==> config.mk <==
export PLATFORM = sky130hd
export DESIGN_NAME = pcm_serial_tx
export DESIGN_NICKNAME = d
export VERILOG_FILES = /design/src/rtl/pcm_tx_pkg.sv /design/src/rtl/sample_fifo.sv /design/src/rtl/pcm_serial_tx.sv
export SDC_FILE = /design/constraint.sdc
export NUM_CORES = 1
export LEC_CHECK = 0
export CAP_MARGIN = 20
export CORE_MARGIN = 2
export CORE_UTILIZATION = 30
export DETAILED_ROUTE_END_ITERATION = 10
export PLACE_DENSITY = 0.5
export SYNTH_ARGS = -nofsm -noshare
export SYNTH_HDL_FRONTEND = slang
export SYNTH_SLANG_ARGS = --single-unit
==> constraint.sdc <==
create_clock -name CLK -period 4.15 [get_ports CLK]
set_input_delay 0.83 -clock CLK [delete_from_list [all_inputs] [get_ports CLK]]
set_output_delay 0.83 -clock CLK [all_outputs]
set_load 0.02 [all_outputs]
==> src/rtl/pcm_tx_pkg.sv <==
// Shared widths and state encoding for the serial PCM transmitter.
package pcm_tx_pkg;

  localparam int unsigned SAMPLE_W   = 16;
  localparam int unsigned FRAME_BITS = 32;

  typedef enum logic {
    IDLE,
    RUN
  } state_e;

endpackage

==> src/rtl/sample_fifo.sv <==
// Single-clock first-word-fall-through FIFO; full/empty are registered flags.
module sample_fifo #(
  parameter int unsigned WIDTH = 16,
  parameter int unsigned DEPTH = 4
) (
  input  logic             CLK,
  input  logic             NRESET,
  input  logic             push,
  input  logic             pop,
  input  logic [WIDTH-1:0] din,
  output logic [WIDTH-1:0] dout,
  output logic             full,
  output logic             empty
);

  localparam int unsigned AW = $clog2(DEPTH);

  logic [WIDTH-1:0] r_mem [DEPTH];
  logic [AW-1:0]    r_wr_ptr;
  logic [AW-1:0]    r_rd_ptr;
  logic [AW:0]      r_count;
  logic [AW:0]      w_count_nxt;
  logic             r_full;
  logic             r_empty;
  logic             w_do_push;
  logic             w_do_pop;

  // A pop on a full FIFO frees the slot the simultaneous push lands in.
  assign w_do_pop  = pop & ~r_empty;
  assign w_do_push = push & (~r_full | w_do_pop);

  always_comb begin
    w_count_nxt = r_count;
    case ({w_do_push, w_do_pop})
      2'b10:   w_count_nxt = r_count + 1'b1;
      2'b01:   w_count_nxt = r_count - 1'b1;
      default: w_count_nxt = r_count;
    endcase
  end

  always_ff @(posedge CLK or negedge NRESET) begin
    if (!NRESET) begin
      r_wr_ptr <= '0;
      r_rd_ptr <= '0;
      r_count  <= '0;
      r_full   <= 1'b0;
      r_empty  <= 1'b1;
    end else begin
      if (w_do_push) r_wr_ptr <= r_wr_ptr + 1'b1;
      if (w_do_pop)  r_rd_ptr <= r_rd_ptr + 1'b1;
      r_count <= w_count_nxt;
      r_full  <= (w_count_nxt == (AW+1)'(DEPTH));
      r_empty <= (w_count_nxt == '0);
    end
  end

  always_ff @(posedge CLK) begin
    if (w_do_push) r_mem[r_wr_ptr] <= din;
  end

  assign dout  = r_mem[r_rd_ptr];
  assign full  = r_full;
  assign empty = r_empty;

endmodule

==> src/rtl/pcm_serial_tx.sv <==
// Buffers mono PCM samples and shifts each one out twice (left, right slot) as a
// left-justified SCLK/LRCLK/SDATA frame.
module pcm_serial_tx
  import pcm_tx_pkg::*;
#(
  parameter int unsigned CLK_DIV    = 4,
  parameter int unsigned FIFO_DEPTH = 4
) (
  input  logic                CLK,
  input  logic                NRESET,
  input  logic                ENABLE,
  input  logic                I_DV,
  input  logic [SAMPLE_W-1:0] DI,
  output logic                I_RDY,
  output logic                O_OVF,
  output logic                O_UNF,
  output logic                SCLK,
  output logic                LRCLK,
  output logic                SDATA
);

  localparam int unsigned DIV_W = $clog2(CLK_DIV);
  localparam int unsigned BIT_W = $clog2(FRAME_BITS);

  state_e              r_state;
  logic [DIV_W-1:0]    r_div_cnt;
  logic [BIT_W-1:0]    r_bit_cnt;
  logic [SAMPLE_W-1:0] r_sample;
  logic                r_sclk;
  logic                r_lrclk;
  logic                r_sdata;
  logic                r_ovf;
  logic                r_unf;

  logic [SAMPLE_W-1:0] w_fifo_dout;
  logic                w_fifo_full;
  logic                w_fifo_empty;
  logic                w_div_wrap;
  logic                w_boundary;
  logic                w_frame_start;
  logic [BIT_W-1:0]    w_bit_nxt;

  assign w_div_wrap    = (r_div_cnt == DIV_W'(CLK_DIV - 1));
  assign w_boundary    = (r_state == RUN) & w_div_wrap & r_sclk &
                         (r_bit_cnt == BIT_W'(FRAME_BITS - 1));
  assign w_frame_start = ENABLE & ((r_state == IDLE) | w_boundary);
  assign w_bit_nxt     = r_bit_cnt + 1'b1;

  sample_fifo #(
    .WIDTH (SAMPLE_W),
    .DEPTH (FIFO_DEPTH)
  ) u_fifo (
    .CLK    (CLK),
    .NRESET (NRESET),
    .push   (I_DV),
    .pop    (w_frame_start),
    .din    (DI),
    .dout   (w_fifo_dout),
    .full   (w_fifo_full),
    .empty  (w_fifo_empty)
  );

  always_ff @(posedge CLK or negedge NRESET) begin
    if (!NRESET) begin
      r_state   <= IDLE;
      r_div_cnt <= '0;
      r_bit_cnt <= '0;
      r_sample  <= '0;
      r_sclk    <= 1'b0;
      r_lrclk   <= 1'b0;
      r_sdata   <= 1'b0;
      r_ovf     <= 1'b0;
      r_unf     <= 1'b0;
    end else begin
      // Full is only relieved by the frame-start pop on this same edge.
      r_ovf <= I_DV & w_fifo_full & ~w_frame_start;
      r_unf <= 1'b0;
      if (w_frame_start) begin
        r_state   <= RUN;
        r_sample  <= w_fifo_empty ? '0 : w_fifo_dout;
        r_unf     <= w_fifo_empty;
        r_div_cnt <= '0;
        r_bit_cnt <= '0;
        r_sclk    <= 1'b0;
        r_lrclk   <= 1'b0;
        r_sdata   <= ~w_fifo_empty & w_fifo_dout[SAMPLE_W-1];
      end else if (r_state == RUN) begin
        if (w_div_wrap) begin
          r_div_cnt <= '0;
          r_sclk    <= ~r_sclk;
          if (r_sclk) begin
            if (w_boundary) begin
              r_state   <= IDLE;
              r_bit_cnt <= '0;
              r_lrclk   <= 1'b0;
              r_sdata   <= 1'b0;
            end else begin
              // Index wraps at 16 so the right slot replays the same sample.
              r_bit_cnt <= w_bit_nxt;
              r_lrclk   <= w_bit_nxt[BIT_W-1];
              r_sdata   <= r_sample[~w_bit_nxt[BIT_W-2:0]];
            end
          end
        end else begin
          r_div_cnt <= r_div_cnt + 1'b1;
        end
      end
    end
  end

  assign I_RDY = ~w_fifo_full;
  assign O_OVF = r_ovf;
  assign O_UNF = r_unf;
  assign SCLK  = r_sclk;
  assign LRCLK = r_lrclk;
  assign SDATA = r_sdata;

endmodule

### Word-level counts from Yosys, hierarchy flattened

Memory sizes are Yosys's and may differ from the RTL's.
Cells that the tools add are included.

* memories kept: 1
* output and inout port bits: 6
* bits of input ports: 20
* word-level logic and storage cells: 83
* RAM bits: 64
* register bits: 38

Memory list
* u_fifo.r_mem: words 4, bits a word 16, read ports 1, clocked after memory_dff 0, wr ports 1, line sample_fifo.sv:18 `logic [WIDTH-1:0] r_mem [DEPTH];`

* multiplexer cells: 33
* add/subtract/negate cells: 6
* equal/unequal tests: 5
* reductions and logical operators: 6
* bitwise gates (word level): 17
* $lt $le $gt $ge: 1

Operators by type and width (count)
* $mux 5: 5
* $mux 1: 22
* $mux 16: 1
* $and 1x1->1: 9
* $add 2x1->2 const B: 3
* $mux 2: 3
* $pmux 3 s2: 1
* $reduce_bool 2->1: 3
* $add 5x1->5 const B: 1
* $eq 5x5->1 const B: 1
* $lt 4x5->1 const B: 1
* $not 1->1: 5
* $bmux 1 s4: 1
* $eq 2x2->1 const B: 2
* $not 4->4: 1
* $add 3x1->3 const B: 1
* $eq 3x3->1 const B: 1
* $logic_not 3->1: 1
* $reduce_and 3->1: 1
* $sub 3x1->3 const B: 1
* $eq 2x1->1 const B: 1
* $or 1x1->1: 2
* $reduce_and 2->1: 1

### Depth between registers and ports, before layout

Gate-level depths: netlist of run 1.

* word-level depth: 12
* mapped depth: 13
* gate-level depth less buffers: 13

### Cells and area by module

From an unflattened synthesis of run 1, not the netlist that was laid out.

* cells, all modules: 272
* area, all modules: 4234.1 µm²

Modules (own cells, without submodules)
* sample_fifo: times used 1, sequential area each 2148.3 µm², area each 2870.3 µm², cells each 130
* pcm_serial_tx: times used 1, sequential area each 700.7 µm², area each 1363.8 µm², cells each 142

### Worst setup path after synthesis of run 1

No wires, ideal clock.

* path kind: in2reg
* start: input ENABLE
* end: register u_fifo.r_full, in the netlist u_fifo.full
* required time: 4.077 ns
* setup time: 0.073 ns
* slack: 1.170 ns
* arrival time: 2.908 ns
* stages: 10
* buffers on the path: 1
* cell sequence: clkbuf_1 nand4_1 a21oi_1 o21a_1 inv_1 ha_1 fa_1 mux2_2 or2_2 nor2b_1

* word-level cells in the longest chain between the ends: 7
* elaborated cells between the ends (all ways): 8
* those cells by class: eq/ne (3); mux (1); bitwise (4)

Ends and longest elaborated chain
* start: declaration: line pcm_serial_tx.sv:11 `input logic ENABLE,`
* $and 1x1->1 *: line pcm_serial_tx.sv:46 `assign w_frame_start = ENABLE & ((r_state == IDLE) | w_boundary);`
* $and 1x1->1 *: line sample_fifo.sv:29 `assign w_do_pop = pop & ~r_empty;`
* $or 1x1->1: line sample_fifo.sv:30 `assign w_do_push = push & (~r_full | w_do_pop);`
* $and 1x1->1: line sample_fifo.sv:30
* $eq 2x1->1 / $eq 2x2->1 (equally long branches): line sample_fifo.sv:34 `case ({w_do_push, w_do_pop})`
* $pmux 3 s2 *: line sample_fifo.sv:34
* net u_fifo.w_count_nxt[1]: line sample_fifo.sv:22 `logic [AW:0] w_count_nxt;`
* $eq 3x3->1 *: line sample_fifo.sv:52 `r_full <= (w_count_nxt == (AW+1)'(DEPTH));`
* end signal: assignment: line sample_fifo.sv:52
* end: declaration: line sample_fifo.sv:23 `logic r_full;`

Mark *: on every way through the listed nets, which the timed path passes. The rest lies on a longest branch.
A chain may end at the register's enable or synchronous reset.

### Worst setup path after layout of run 1

Same ends and word-level chain as after synthesis.

==> results.yml, run 1 <==
cts:
  cts_tree: "done"
  cts_made_buffers: 9
  cts_root_buf: "clkbuf_16"
  post_cts_buffers: 0
  clockBufferDepth: 2
  clk_latency_ns: 0.34
  cts_sinks: 101
  ctsHoldBuffers: 0
  path_clk_slew_ns: 0.07
  cts.htree.levels: 3
  cts_resized: 0
timing:
  final-setup-viol-count: 0
  maxSlewViolCount: 0
  relSlewSlack_pct: 44.9
  tightestPinTransition_ns: 0.827
  final.min_clock_period_ns: 3.23
  max_freq_mhz: 310
  timing.final.crit_share_pct: 77.8
  hold_viol: 0
  rsz0062_at_grt: "false"
  setup_tns_ns: 0
  clock_skew_ns: 0.00944
routing:
  drc: 0
  antenna_left: 0
  dr_wl_met3_um: 211
  vias_per_cell: 4.61
  wl_per_cell_um: 15.9
  drtPass1Iterations: 4
  wl_met2_um: 3270
  wl_met1_um: 3310
  drt-total-wl_um: 6930
  dr_total_vias: 2004
  drt_iter0_markers: 115
  top_layer: "met4"
run:
  cap_violations: 0
finish:
  drive_above_1_share_pct: 16.2
  area_delta_synth_final_pct: 17.8
  num-nets-final: 283
  final_cells: 435
  n_fill_cell: 1268
  antennaDiodeCount: 0
floorplanning:
  die_y_um: 120
  initial_utilization_pct: 30.6
  core_area_um2: 13200
  num_rows: 42
  die_w_um: 120
  die_area_um2: 14500
  ios: 26
global_routing:
  antenna_found_initial: 0
  grtUsageTotal_pct: 10.8
  grt_pass1_vias: 2159
  grt-ovfl-total: 0
  grt_first_pass_wirelength_um: 11700
  grt_max_degree: 38
critical_path:
  critPathMaxFanout: 9
  reg2reg_depth: 12
  crit_required_ns: 4.42
  start_kind: "input port"
  timing.rr.start: "r_bit_cnt[0]"
  critical_path_arrival_ns: 3.50
  timing.rr.end: "u_fifo.full"
  critPathKind: "input port to register"
  cp-end-kind: "register"
  rrSetupSlack_ns: 1.03
power_and_ir_drop:
  vdd_drop_max_mv: 0.185
  p_leak_nw: 1.79
  power_density_nw_per_um2: 491
hold_path:
  holdPathEnd: "u_fifo.r_count[2]"
  min_delay_path_depth: 1
  hp-class: "register to register"
  min-delay-start: "u_fifo.r_count[2]"
logic_synthesis:
  synth_enable_flop_cells: 64
  netlist_instances: 224
  synth_area_um2: 4060
  yosysSeqAreaShare_pct: 70.2
  ys_ff_latch: 101
  synthArstFlopShare_pct: 36.6
  synth.distinct_cells: 33
  synth-warning-count: 0
  ys.flop_type: "edfxtp_1"
  syn_nets: 253
  syn_area_per_cell_um2: 18.1
placement:
  dp_hpwl_um: 4440
  port-buffer-count: 25
  dp_cells: 419
  gp_congestion: 0.686
outcome:
  status: "finished, final reports clean"
## cells in the final DEF, fill, tap and decap left out, types with 6 or more instances in the layout
cell	synthesis	routed
nor2_1	6	6
ha_1	8	8
a22o_1	19	19
clkdlybuf4s50_1	0	24
edfxtp_1	64	64
buf_4	0	6
nand2_1	8	8
dfrtp_1	36	36
clkbuf_16	0	9
mux4_2	17	17
## report_power, final
| part | leakage (nW) | total [mW] | internal [mW] | switching (mW) |
|---|---|---|---|---|
| Clock | 0.130 | 0.774 | 0.410 | 0.364 |
| Combinational | 0.606 | 0.291 | 0.129 | 0.162 |
| Sequential | 1.06 | 1.28 | 1.24 | 0.0446 |
## Yosys cell counts (all sizes together) (3+ instances only)
master  number  share of area (%)
edfxtp      64                 47
dfrtp       36                 22
mux4        21                 12
a22o        20                4.3
clkbuf       8               0.74
ha           8                2.5
nand2        8               0.74
nor2         6               0.56
and2         5               0.77
inv          5               0.46
o21ai        5               0.62
xor2         5                1.1
buf          4               0.65
xnor2        4               0.86
and3         3               0.46
nand2b       3               0.46
nand3        3               0.37
## registers in the layout (all words and copies together) (netlist names), 2 cells and up
signal           cells
u_fifo.r_rd_ptr      2
u_fifo.r_count       3
r_div_cnt            2
r_bit_cnt            5
u_fifo.r_mem        64
u_fifo.r_wr_ptr      2
r_sample            16
## stage by stage
| step | utilization [%] | cell area [um^2] | hold slack, ns | power [mW] | worst slack (ns) |
|---|---|---|---|---|---|
| floorplan | - | 4060 | 0.446 | 1.47 | 1.17 |
| global placement | 34.1 | 4510 | 0.479 | 1.60 | 0.616 |
| detailed placement | 34.1 | 4510 | 0.470 | 1.60 | 0.547 |
| CTS | 36.1 | 4780 | 0.480 | 2.38 | 0.922 |
| global route | 36.1 | 4780 | 0.501 | 2.47 | 0.764 |
| finish | 36.1 | 4780 | 0.481 | 2.34 | 0.921 |
## critical path: stages
cell and delay, ns:
clkdlybuf4s50_1 0.63, nand4_1 0.13, a21oi_1 0.23, o21a_1 0.27, inv_1 0.07, ha_1 0.22, fa_1 0.42, mux2_2 0.28
or2_2 0.31, nor2b_1 0.10
## final cells by class
| class | count | area (um^2) | share of cell area, % |
|---|---|---|---|
| well taps | 176 | 220 | 4.61 |
| flip-flops and latches | 101 | 2850 | 59.6 |
| clock inverters | 5 | 35.0 | 0.733 |
| inverters | 5 | 18.8 | 0.393 |
| clock buffers | 11 | 233 | 4.87 |
| multi-input cells | 106 | 1130 | 23.7 |
| repair buffers | 31 | 290 | 6.07 |
## worst max path at each step
stage                       from          end  slack, ns  depth (start not counted)
after floorplan           ENABLE  u_fifo.full       1.17                         10
after global placement    ENABLE  u_fifo.full       0.62                         10
after detailed placement  ENABLE  u_fifo.full       0.55                         10
after CTS                 ENABLE  u_fifo.full       0.92                         10
after global routing      ENABLE  u_fifo.full       0.76                         10
final                     ENABLE  u_fifo.full       0.92                         10
## kinds of logic after synthesis
logic type / after synthesis / share of synthesized area (%)
adders and majority gates: 9 / 2.96
AOI/OAI and AO/OA: 30 / 5.77
buffers and inverters: 17 / 1.85
DFF: 101 / 70.2
and+or+nand+nor: 33 / 4.16
xor gates and xnor gates: 9 / 1.94
muxes: 25 / 13.1
## routing by layer
layer | GRT usage (%) | up-vias
li1 | - | 925
met1 | 14.4 | 1036
met2 | 16.6 | 33
met3 | 2.92 | 10
met4 | 4.58 | 0
met5 | 0 | -
(Power assumes the default switching activity.)
==> inputs of run 2 (changes only) <==
--- a/config.mk
+++ b/config.mk
@@ -9,7 +9,7 @@
 export CORE_MARGIN = 2
 export CORE_UTILIZATION = 30
 export DETAILED_ROUTE_END_ITERATION = 10
-export PLACE_DENSITY = 0.5
+export PLACE_DENSITY = 0.52
 export SYNTH_ARGS = -nofsm -noshare
 export SYNTH_HDL_FRONTEND = slang
 export SYNTH_SLANG_ARGS = --single-unit
==> constraint.sdc (replaced) <==
create_clock -name CLK -period 2.95 [get_ports CLK]
set_input_delay 0.59 -clock CLK [delete_from_list [all_inputs] [get_ports CLK]]
set_output_delay 0.59 -clock CLK [all_outputs]
set_load 0.02 [all_outputs]
==> results.yml, run 2 (synthesized netlist as in run 1, its figures left out) <==
global_routing:
  grt-ovfl-total: 0
  grt_pass1_vias: 2193
  grt_first_pass_wirelength_um: 12000
  grtUsageTotal_pct: 11.4
  grt_max_degree: 38
  antenna_found_initial: 0
critical_path:
  crit_required_ns: 3.23
  critPathKind: "register to register"
  cp-end-kind: "register"
  rrSetupSlack_ns: 0.20
  start_kind: "register"
  critical_path_arrival_ns: 3.03
  critPathMaxFanout: 5
routing:
  drtPass1Iterations: 4
  wl_per_cell_um: 16.4
  drt-total-wl_um: 7250
  dr_total_vias: 2046
  antenna_left: 0
  drc: 0
  drt_iter0_markers: 100
  vias_per_cell: 4.62
floorplanning:
  die_area_um2: 14500
  die_y_um: 120
  die_w_um: 120
  ios: 26
  num_rows: 42
  initial_utilization_pct: 30.6
  core_area_um2: 13200
outcome:
  status: "finished, final reports clean"
finish:
  n_fill_cell: 1270
  top_regs: "u_fifo.r_mem x64, r_sample x16, r_bit_cnt x5"
  area_delta_synth_final_pct: 21.5
  layout_common_cells: "edfxtp_1 (64), dfrtp_1 (36), clkdlybuf4s50_1 (24), a22o_1 (19), mux4_2 (17)"
  antennaDiodeCount: 0
  final_cells: 443
  top_register: "u_fifo.r_mem"
  num-nets-final: 291
  final_common_cell: "edfxtp_1"
  final_util_pct: 37.2
  drive_above_1_share_pct: 20.2
  largest_reg_flops: 64
timing:
  tightestPinTransition_ns: 0.825
  max_freq_mhz: 364
  hold_viol: 0
  fin_ws_ns: 0.199
  rsz0062_at_grt: "false"
  clock_skew_ns: 0.00997
  final.min_clock_period_ns: 2.75
  final-setup-viol-count: 0
  timing.final.crit_share_pct: 93.3
  relSlewSlack_pct: 45.0
  maxSlewViolCount: 0
cts:
  clockBufferDepth: 2
  cts.htree.levels: 3
  cts_root_buf: "clkbuf_16"
  path_clk_slew_ns: 0.06
  cts_tree: "done"
  cts_made_buffers: 9
  cts_sinks: 101
  cts_resized: 0
  ctsHoldBuffers: 0
  post_cts_buffers: 0
  clk_latency_ns: 0.35
placement:
  gp_congestion: 0.703
  port-buffer-count: 25
  post-place-ws_ns: -0.0713
  dp_hpwl_um: 4510
  dp_cells: 427
power_and_ir_drop:
  p_sw_uw: 821
  p_total_mw: 3.50
  pwr-share-seq_pct: 51.5
  p_clk_share_pct: 36.4
  p_int_mw: 2.68
  combPwrFrac_pct: 12.1
  p_leak_nw: 1.86
  power_density_nw_per_um2: 710
  vdd_drop_max_mv: 0.310
  switching_share_pct: 23.5
run:
  cap_violations: 0
hold_path:
  hp-class: "input port to async pin"
## run 2: changes by cell type in the layout (fill, tap and decap cells not counted), sizes merged
cell | before | now
buf | 7 | 15
bufinv | 0 | 2
clkbuf | 11 | 10
clkinv | 2 | 1
clkinvlp | 1 | 0
inv | 7 | 8
## run 2: final cells by class
| type | instances | area, um^2 | area share [%] |
|---|---|---|---|
| Inverter | 5 | 18.8 | 0.381 |
| Clock buffer | 10 | 229 | 4.65 |
| Clock inverter | 6 | 92.6 | 1.88 |
| Tap cell | 176 | 220 | 4.47 |
| Timing Repair Buffer | 39 | 363 | 7.36 |
| Sequential cell | 101 | 2850 | 57.8 |
| Multi-Input combinational cell | 106 | 1160 | 23.5 |
## run 2: per-layer routing
layer,GRT usage (%),share of wire (%),vias to the layer above
met5,0,0,-
met4,5.23,2.2,0
met3,3.49,3.5,11
met2,18.2,49,31
met1,14.2,45,1057
li1,-,-,947
## run 2: worst paths after layout
check / endpoint / from / cells after the start
setup / recovery: u_fifo.full / r_bit_cnt[1] / 12
hold / removal: u_fifo.r_wr_ptr[1] / NRESET / 1
setup reg to reg: u_fifo.full / r_bit_cnt[1] / 12
hold reg to reg: u_fifo.r_count[2] / u_fifo.r_count[2] / 1
max in group asynchronous: SDATA / NRESET / 1
min in group CLK: u_fifo.r_count[2] / u_fifo.r_count[2] / 1
## run 2: per-stage QoR
stage               TNS [ns]  hold WS [ns]  instance area [um^2]
floorplan                  0         0.294                  4060
global placement     -0.0436         0.472                  4580
detailed placement    -0.120         0.467                  4580
CTS                        0         0.357                  4900
global route               0         0.400                  4930
finish                     0         0.334                  4930
## run 2: worst max-delay path, stage by stage (launching register included)
cell and delay, ns:
dfrtp_1 0.37, ha_1 0.17, and3_4 0.20, ha_4 0.14, nand4_1 0.12, a21oi_2 0.19
o21a_1 0.14, inv_1 0.04, ha_1 0.20, fa_1 0.42, mux2_2 0.27, or2_2 0.31
nor2b_2 0.11
## run 2: power groups by stage
stage	clock network, mW	logic (mW)	registers [mW]
3_3_place_gp	0	0.432	1.83
2_1_floorplan	0	0.257	1.81
5_1_grt	1.37	0.472	1.82
6_report	1.27	0.425	1.80
3_5_place_dp	0	0.435	1.83
4_1_cts	1.32	0.435	1.81
==> inputs of run 3 (changes only) <==
--- a/config.mk
+++ b/config.mk
@@ -5,7 +5,6 @@
 export SDC_FILE = /design/constraint.sdc
 export NUM_CORES = 1
 export LEC_CHECK = 0
-export CAP_MARGIN = 20
 export CORE_MARGIN = 2
 export CORE_UTILIZATION = 30
 export DETAILED_ROUTE_END_ITERATION = 10
==> results of run 3 <==
Same layout as run 2: the final DEF is identical, and so are final timing and power.
